$ cat src/rtl/iseq_dispatcher_if.sv
// Dispatcher signal bundle: start/ready handshake, instruction and write-data FIFO
// reads, the two PHY command slots with write data, and completion status.
interface iseq_dispatcher_if;
  logic         process_iseq;
  logic         dispatcher_ready;
  logic         instr0_empty;
  logic         instr1_empty;
  logic [31:0]  instr0_data;
  logic [31:0]  instr1_data;
  logic         instr0_rd_en;
  logic         instr1_rd_en;
  logic         wrdata_empty;
  logic [511:0] wrdata_data;
  logic         wrdata_rd_en;
  logic [31:0]  phy_cmd0;
  logic [31:0]  phy_cmd1;
  logic         phy_cmd0_valid;
  logic         phy_cmd1_valid;
  logic [511:0] phy_wrdata;
  logic         phy_wrdata_valid;
  logic         iseq_done;
  logic [31:0]  iseq_cycles;

  // Dispatcher view
  modport master (
    input  process_iseq, instr0_empty, instr1_empty, instr0_data, instr1_data,
           wrdata_empty, wrdata_data,
    output dispatcher_ready, instr0_rd_en, instr1_rd_en, wrdata_rd_en,
           phy_cmd0, phy_cmd1, phy_cmd0_valid, phy_cmd1_valid,
           phy_wrdata, phy_wrdata_valid, iseq_done, iseq_cycles
  );

  // Receiver / FIFO / PHY view
  modport slave (
    output process_iseq, instr0_empty, instr1_empty, instr0_data, instr1_data,
           wrdata_empty, wrdata_data,
    input  dispatcher_ready, instr0_rd_en, instr1_rd_en, wrdata_rd_en,
           phy_cmd0, phy_cmd1, phy_cmd0_valid, phy_cmd1_valid,
           phy_wrdata, phy_wrdata_valid, iseq_done, iseq_cycles
  );
endinterface

$ cat src/rtl/iseq_dispatcher.sv
// Pops instruction pairs from two FWFT FIFOs and issues them as two PHY command slots per clk.
// Optional ISEQ_CYCLE_COUNT_EN adds a saturating RUN/WAIT/SPLIT cycle counter on iseq_cycles.
`ifndef END_ISEQ
`define END_ISEQ 4'b0010
`endif
`ifndef CAS_OFFSET
`define CAS_OFFSET 21
`endif
`ifndef WE_OFFSET
`define WE_OFFSET 20
`endif

module iseq_dispatcher (
  input logic               clk,
  input logic               rst,
  iseq_dispatcher_if.master bus
);

  localparam logic [2:0] S_IDLE  = 3'd0;
  localparam logic [2:0] S_RUN   = 3'd1;
  localparam logic [2:0] S_WAIT  = 3'd2;
  localparam logic [2:0] S_SPLIT = 3'd3;
  localparam logic [2:0] S_DONE  = 3'd4;

  logic [2:0]   state, state_nxt;
  logic [28:0]  wait_cnt, wait_cnt_nxt;
  logic [31:0]  split_cmd, split_cmd_nxt;

  logic         rd0, rd1, rdw;
  logic [31:0]  cmd0_q, cmd1_q, cmd0_nxt, cmd1_nxt;
  logic         v0_q, v1_q, v0_nxt, v1_nxt;
  logic         wv_q, wv_nxt;
  logic [511:0] wd_q, wd_nxt;

  logic [31:0]  h0, h1;
  logic         e0, e1, we;
  logic         end0, end1, wait0, wait1, wr0, wr1;
  logic [28:0]  wait_sum;

  function automatic logic is_end(input logic [31:0] w);
    return w[31:28] == `END_ISEQ;
  endfunction

  function automatic logic is_wait(input logic [31:0] w);
    return w[31:28] == 4'b0001;
  endfunction

  function automatic logic is_write(input logic [31:0] w);
    return w[31] & ~w[`CAS_OFFSET] & ~w[`WE_OFFSET];
  endfunction

  assign h0    = bus.instr0_data;
  assign h1    = bus.instr1_data;
  assign e0    = bus.instr0_empty;
  assign e1    = bus.instr1_empty;
  assign we    = bus.wrdata_empty;
  assign end0  = is_end(h0);
  assign end1  = is_end(h1);
  assign wait0 = is_wait(h0);
  assign wait1 = is_wait(h1);
  assign wr0   = is_write(h0) & ~end0 & ~wait0;
  assign wr1   = is_write(h1) & ~end1 & ~wait1;

  // Two WAIT words in one pair stall for the sum of both counts.
  assign wait_sum = (wait0 ? {1'b0, h0[27:0]} : 29'd0) + (wait1 ? {1'b0, h1[27:0]} : 29'd0);

  always_comb begin
    state_nxt     = state;
    wait_cnt_nxt  = wait_cnt;
    split_cmd_nxt = split_cmd;
    rd0           = 1'b0;
    rd1           = 1'b0;
    rdw           = 1'b0;
    cmd0_nxt      = '0;
    cmd1_nxt      = '0;
    v0_nxt        = 1'b0;
    v1_nxt        = 1'b0;
    wv_nxt        = 1'b0;
    wd_nxt        = '0;
    case (state)
      S_IDLE: begin
        if (bus.process_iseq) state_nxt = S_RUN;
      end
      S_RUN: begin
        if (!e0 && !e1) begin
          if (end0) begin
            rd0       = 1'b1;
            state_nxt = S_DONE;
          end else if (wr0 && wr1) begin
            // Only one data beat per cycle: slot0 goes now, slot1 is parked for SPLIT.
            if (!we) begin
              rd0           = 1'b1;
              rd1           = 1'b1;
              rdw           = 1'b1;
              cmd0_nxt      = h0;
              v0_nxt        = 1'b1;
              wv_nxt        = 1'b1;
              wd_nxt        = bus.wrdata_data;
              split_cmd_nxt = h1;
              state_nxt     = S_SPLIT;
            end
          end else if (!((wr0 || wr1) && we)) begin
            rd0 = 1'b1;
            rd1 = 1'b1;
            if (!wait0) begin
              cmd0_nxt = h0;
              v0_nxt   = 1'b1;
            end
            if (!end1 && !wait1) begin
              cmd1_nxt = h1;
              v1_nxt   = 1'b1;
            end
            if (wr0 || wr1) begin
              rdw    = 1'b1;
              wv_nxt = 1'b1;
              wd_nxt = bus.wrdata_data;
            end
            if (end1) begin
              state_nxt = S_DONE;
            end else if (wait_sum != '0) begin
              wait_cnt_nxt = wait_sum;
              state_nxt    = S_WAIT;
            end
          end
        end else if (!e0 && e1 && end0) begin
          rd0       = 1'b1;
          state_nxt = S_DONE;
        end
      end
      S_WAIT: begin
        if (wait_cnt <= 29'd1) begin
          wait_cnt_nxt = '0;
          state_nxt    = S_RUN;
        end else begin
          wait_cnt_nxt = wait_cnt - 29'd1;
        end
      end
      S_SPLIT: begin
        if (!we) begin
          rdw       = 1'b1;
          cmd1_nxt  = split_cmd;
          v1_nxt    = 1'b1;
          wv_nxt    = 1'b1;
          wd_nxt    = bus.wrdata_data;
          state_nxt = S_RUN;
        end
      end
      S_DONE: begin
        state_nxt = S_IDLE;
      end
      default: begin
        state_nxt = S_IDLE;
      end
    endcase
  end

  always_ff @(posedge clk) begin
    if (rst) begin
      state     <= S_IDLE;
      wait_cnt  <= '0;
      split_cmd <= '0;
      cmd0_q    <= '0;
      cmd1_q    <= '0;
      v0_q      <= 1'b0;
      v1_q      <= 1'b0;
      wv_q      <= 1'b0;
      wd_q      <= '0;
    end else begin
      state     <= state_nxt;
      wait_cnt  <= wait_cnt_nxt;
      split_cmd <= split_cmd_nxt;
      cmd0_q    <= cmd0_nxt;
      cmd1_q    <= cmd1_nxt;
      v0_q      <= v0_nxt;
      v1_q      <= v1_nxt;
      wv_q      <= wv_nxt;
      wd_q      <= wd_nxt;
    end
  end

  assign bus.instr0_rd_en     = rd0 & ~rst;
  assign bus.instr1_rd_en     = rd1 & ~rst;
  assign bus.wrdata_rd_en     = rdw & ~rst;
  assign bus.dispatcher_ready = (state == S_IDLE);
  assign bus.iseq_done        = (state == S_DONE);
  assign bus.phy_cmd0         = cmd0_q;
  assign bus.phy_cmd1         = cmd1_q;
  assign bus.phy_cmd0_valid   = v0_q;
  assign bus.phy_cmd1_valid   = v1_q;
  assign bus.phy_wrdata       = wd_q;
  assign bus.phy_wrdata_valid = wv_q;

`ifdef ISEQ_CYCLE_COUNT_EN
  logic [31:0] cyc_cnt, cyc_last;

  always_ff @(posedge clk) begin
    if (rst) begin
      cyc_cnt  <= '0;
      cyc_last <= '0;
    end else begin
      if (state == S_IDLE && bus.process_iseq) begin
        cyc_cnt <= '0;
      end else if ((state == S_RUN || state == S_WAIT || state == S_SPLIT) && cyc_cnt != '1) begin
        cyc_cnt <= cyc_cnt + 32'd1;
      end
      if (state == S_DONE) cyc_last <= cyc_cnt;
    end
  end

  assign bus.iseq_cycles = cyc_last;
`else
  assign bus.iseq_cycles = '0;
`endif

endmodule

$ cat src/flat_wrapper.sv
// flat-port wrapper written by rule: the top's interface ports become plain ports
module iseq_dispatcher_flat 
  (clk, rst, bus_process_iseq, bus_instr0_empty, bus_instr1_empty, bus_instr0_data, bus_instr1_data, bus_wrdata_empty, bus_wrdata_data, bus_dispatcher_ready, bus_instr0_rd_en, bus_instr1_rd_en, bus_wrdata_rd_en, bus_phy_cmd0, bus_phy_cmd1, bus_phy_cmd0_valid, bus_phy_cmd1_valid, bus_phy_wrdata, bus_phy_wrdata_valid, bus_iseq_done, bus_iseq_cycles);
  iseq_dispatcher_if bus_i ();
  input logic clk;
  input logic rst;
  input wire logic [$bits(bus_i.process_iseq)-1:0] bus_process_iseq;
  input wire logic [$bits(bus_i.instr0_empty)-1:0] bus_instr0_empty;
  input wire logic [$bits(bus_i.instr1_empty)-1:0] bus_instr1_empty;
  input wire logic [$bits(bus_i.instr0_data)-1:0] bus_instr0_data;
  input wire logic [$bits(bus_i.instr1_data)-1:0] bus_instr1_data;
  input wire logic [$bits(bus_i.wrdata_empty)-1:0] bus_wrdata_empty;
  input wire logic [$bits(bus_i.wrdata_data)-1:0] bus_wrdata_data;
  output wire logic [$bits(bus_i.dispatcher_ready)-1:0] bus_dispatcher_ready;
  output wire logic [$bits(bus_i.instr0_rd_en)-1:0] bus_instr0_rd_en;
  output wire logic [$bits(bus_i.instr1_rd_en)-1:0] bus_instr1_rd_en;
  output wire logic [$bits(bus_i.wrdata_rd_en)-1:0] bus_wrdata_rd_en;
  output wire logic [$bits(bus_i.phy_cmd0)-1:0] bus_phy_cmd0;
  output wire logic [$bits(bus_i.phy_cmd1)-1:0] bus_phy_cmd1;
  output wire logic [$bits(bus_i.phy_cmd0_valid)-1:0] bus_phy_cmd0_valid;
  output wire logic [$bits(bus_i.phy_cmd1_valid)-1:0] bus_phy_cmd1_valid;
  output wire logic [$bits(bus_i.phy_wrdata)-1:0] bus_phy_wrdata;
  output wire logic [$bits(bus_i.phy_wrdata_valid)-1:0] bus_phy_wrdata_valid;
  output wire logic [$bits(bus_i.iseq_done)-1:0] bus_iseq_done;
  output wire logic [$bits(bus_i.iseq_cycles)-1:0] bus_iseq_cycles;
  assign bus_i.process_iseq = bus_process_iseq;
  assign bus_i.instr0_empty = bus_instr0_empty;
  assign bus_i.instr1_empty = bus_instr1_empty;
  assign bus_i.instr0_data = bus_instr0_data;
  assign bus_i.instr1_data = bus_instr1_data;
  assign bus_i.wrdata_empty = bus_wrdata_empty;
  assign bus_i.wrdata_data = bus_wrdata_data;
  assign bus_dispatcher_ready = bus_i.dispatcher_ready;
  assign bus_instr0_rd_en = bus_i.instr0_rd_en;
  assign bus_instr1_rd_en = bus_i.instr1_rd_en;
  assign bus_wrdata_rd_en = bus_i.wrdata_rd_en;
  assign bus_phy_cmd0 = bus_i.phy_cmd0;
  assign bus_phy_cmd1 = bus_i.phy_cmd1;
  assign bus_phy_cmd0_valid = bus_i.phy_cmd0_valid;
  assign bus_phy_cmd1_valid = bus_i.phy_cmd1_valid;
  assign bus_phy_wrdata = bus_i.phy_wrdata;
  assign bus_phy_wrdata_valid = bus_i.phy_wrdata_valid;
  assign bus_iseq_done = bus_i.iseq_done;
  assign bus_iseq_cycles = bus_i.iseq_cycles;
  iseq_dispatcher u_core (.clk(clk), .rst(rst), .bus(bus_i));
endmodule
$ cat config.mk
export PLATFORM = sky130hd
export DESIGN_NAME = iseq_dispatcher_flat
export DESIGN_NICKNAME = d
export VERILOG_FILES = /design/src/rtl/iseq_dispatcher_if.sv /design/src/rtl/iseq_dispatcher.sv /design/src/flat_wrapper.sv
export SDC_FILE = /design/constraint.sdc
export NUM_CORES = 1
export LEC_CHECK = 0
export ABC_CLOCK_PERIOD_IN_PS = 6700
export CAP_MARGIN = 20
export CORE_AREA = 2 2 467 469
export CTS_CLUSTER_SIZE = 24
export DETAILED_ROUTE_END_ITERATION = 8
export DIE_AREA = 0 0 469 471
export HOLD_SLACK_MARGIN = 0.08
export SYNTH_ARGS = -nofsm -noshare
export SYNTH_HDL_FRONTEND = slang
export SYNTH_SLANG_ARGS = --single-unit
$ cat constraint.sdc
create_clock -name clk -period 6.7 [get_ports clk]
set_input_delay 1.675 -clock clk [delete_from_list [all_inputs] [get_ports clk]]
set_output_delay 1.675 -clock clk [all_outputs]
set_load 0.005 [all_outputs]
==> flow_summary.ini <==
[clock_network]
h-tree-depth = 3
clock_path_buffers = 3
clk_latency_ps = 710
clock_sinks = 643
cts_tree = done
clkTransAtPathRegs_ps = 60
postCtsResizedCells = 0
tritoncts.num_buffers = 87
cts_setup_buffers = 0
ctsRootBufferMaster = clkbuf_16
hold_buffers = 0

[floorplan]
placementRows = 171
fp.dieW_um = 469
die_area_um2 = 220900
io_pins = 1198
fp.dieH_um = 471
core_um2 = 216100
start_util_pct = 9.975

[timing]
fin_crit_ps = 6535
maxSlewHeadroom_pct = 35.37
fmax_mhz = 153.0
hold_viol_final = 0
fin_crit_sh_pct = 97.53
rsz0062_at_grt = no
setup_viol_count_final = 0
timing.final.ws_setup_ps = 165.3
drv_slew = 0
fin_skew_ps = 49.08
tightest_slew_ps = 966.5
fin_hold_ws_ps = 457.6

[synthesis]
synth_area_um2 = 21560
synth_area_per_cell_um2 = 10.31
ys_seq_area_share_pct = 59.72
ys.flop_type = dfxtp_1
yosysWarnings = 0
synth.ff_latch_count = 643
synthArstFlopShare_pct = 0
yosysTopAreaCellShare_pct = 59.72
synth_top_cells_by_area = dfxtp_1 (60%), and2_1 (18%), nand2_1 (2.1%), clkbuf_1 (2.0%), a21oi_1 (2.0%)
syn_inst = 2091
synth-edff-count = 0
ys_types = 73
yosysTopAreaCell = dfxtp_1

[place]
dp_cells = 6151
pre_cts_ws_ps = -613.6
dp_hpwl_um = 167000
numPortBuffers = 1165
place_congestion = 0.9292

[detailed_routing]
drt_iter0_markers = 1090
wl_per_cell_um = 30.22
wl_met3_um = 20600
wirelength_um = 191900
detail-route-antenna-nets = 0
firstDrtPassIters = 7
met2WireLength_um = 89730
wl_met1_um = 74600
drcViolationCount = 0
vias_per_cell = 3.279
num_vias = 20827
top_layer_used = met5

[grt]
grt_pass1_vias = 20915
grt_max_degree = 193
grt_pass1_wl_um = 236800
grt.total_usage_pct = 16.79
antenna_found_initial = 124
grt_overflow = 0

[critical_path]
worstPathArrival_ps = 7090
cp-end-kind = register
path_max_fanout = 22
crit_type = primary input to register
required_ps = 7260
start_kind = primary input

[layout]
area_growth_syn_to_layout_pct = 89.38
final_cells = 6352
layout_commonest_cell = clkdlybuf4s50_1
finalNetCount = 3999
utilization_pct = 18.89
drive_above_1_share_pct = 9.887
final.fill_count = 23860
seq_area_um2 = 12870
layout_common_cells = clkdlybuf4s50_1 (1162), dfxtp_1 (643), and2_1 (613), buf_4 (160), nand2_1 (123)
multi_input_area_um2 = 8064

[power_and_ir_drop]
power_density_nw_per_um2 = 245.7
p_leak_nw = 15.28
total_power_w = 0.01003
ir_drop_mv = 0.1771

[job]
cap_violations = 0

[run_status]
status = complete, no violations

[min_path]
hp-class = register to register
through the flow:
step	area, µm²	TNS, ps
floorplan	21670	0
global placement	37540	-15120
detailed placement	37540	-17320
CTS	40730	0
global route	40790	0
finish	40820	0
flip-flops by register name, indices dropped and copies added (netlist names):
signal	flops
u_core.bus.phy_wrdata_valid	1
u_core.split_cmd	32
u_core.bus.phy_wrdata	512
u_core.bus.phy_cmd1	32
u_core.bus.phy_cmd0_valid	1
u_core.wait_cnt	29
u_core.state	3
u_core.bus.phy_cmd0	32
u_core.bus.phy_cmd1_valid	1
report_power, final:
group          internal, W  total, W  leakage, nW  switching (W)
Combinational     0.000490  0.000911         8.57       0.000420
Sequential         0.00386   0.00388         5.18      0.0000251
Clock              0.00309   0.00523         1.52        0.00214
final cells by class:
type                       count  share of cell area (%)
antenna                       39                  0.2391
timing repair buffer        1330                   31.79
tap                         2854                   8.747
clock inverter                54                   2.038
inverter                      14                  0.1287
multi-input combinational   1310                   19.75
clock buffer                 108                   5.771
sequential                   643                   31.53
worst max-delay path, cell delays in order:
cell and delay (ps):
clkdlybuf4s50_1 460, nor4b_2 620, buf_12 240, and2_1 150, ha_1 200, fa_1 420
or2_2 300, or4_1 510, a221oi_1 290, o2111a_1 260, o2111ai_1 200, a2111o_1 440
or4_4 520, o31a_1 500, o21ai_0 150, a21oi_1 90
logic make-up (layout without fill, tap and decap cells):
group                      Yosys count  in the layout  share of synthesized area (%)
and+or+nand+nor                    952            952                          25.30
DFF                                643            643                          59.72
AOI/OAI and AO/OA                  274            274                          8.626
buffers and inverters              169           1506                          3.605
adders and majority gates           31             31                          1.834
xor gates and xnor gates            15             15                         0.6095
muxes                                6              6                         0.2902
other                                1             71                        0.01740
synth_stat cells (all sizes together), types with 3 or more instances:
library cell	n
nand2	123
a21o	10
and3	12
a211oi	9
a21oi	86
nor4b	4
xnor2	8
o31ai	6
a22oi	37
a31oi	8
o211ai	8
and4	8
ha	30
dfxtp	643
and2	613
nand3	12
nor4	16
o21a	7
nand4b	3
nor2	83
or3	18
o32ai	10
or4	5
o2111ai	3
nand4	9
buf	40
clkbuf	115
inv	14
o2111a	4
nand2b	5
a32oi	5
mux2i	4
a221oi	7
xor2	7
nor3	28
or2	6
a32o	3
a211o	6
o21ai	38
metal layers:
| metal | vias to the layer above | track usage [%] |
|---|---|---|
| li1 | 9507 | - |
| met1 | 9897 | 18.96 |
| met2 | 1090 | 27.90 |
| met3 | 331 | 7.723 |
| met4 | 2 | 5.262 |
| met5 | - | 0 |
path summary, 6_finish.rpt:
kind	slack [ps]	depth (start not counted)	from	end
worst max-delay path	170	16	bus_instr0_data[29]	u_core.wait_cnt[21]$_SDFFE_PP0P_
worst min-delay path	460	2	u_core.split_cmd[7]$_SDFFE_PP0P_	u_core.split_cmd[7]$_SDFFE_PP0P_
worst max register to register	2620	10	u_core.state[0]$_SDFFE_PP0P_	u_core.wait_cnt[21]$_SDFFE_PP0P_
worst min register to register	460	2	u_core.split_cmd[7]$_SDFFE_PP0P_	u_core.split_cmd[7]$_SDFFE_PP0P_
(Power assumes the default switching activity.)
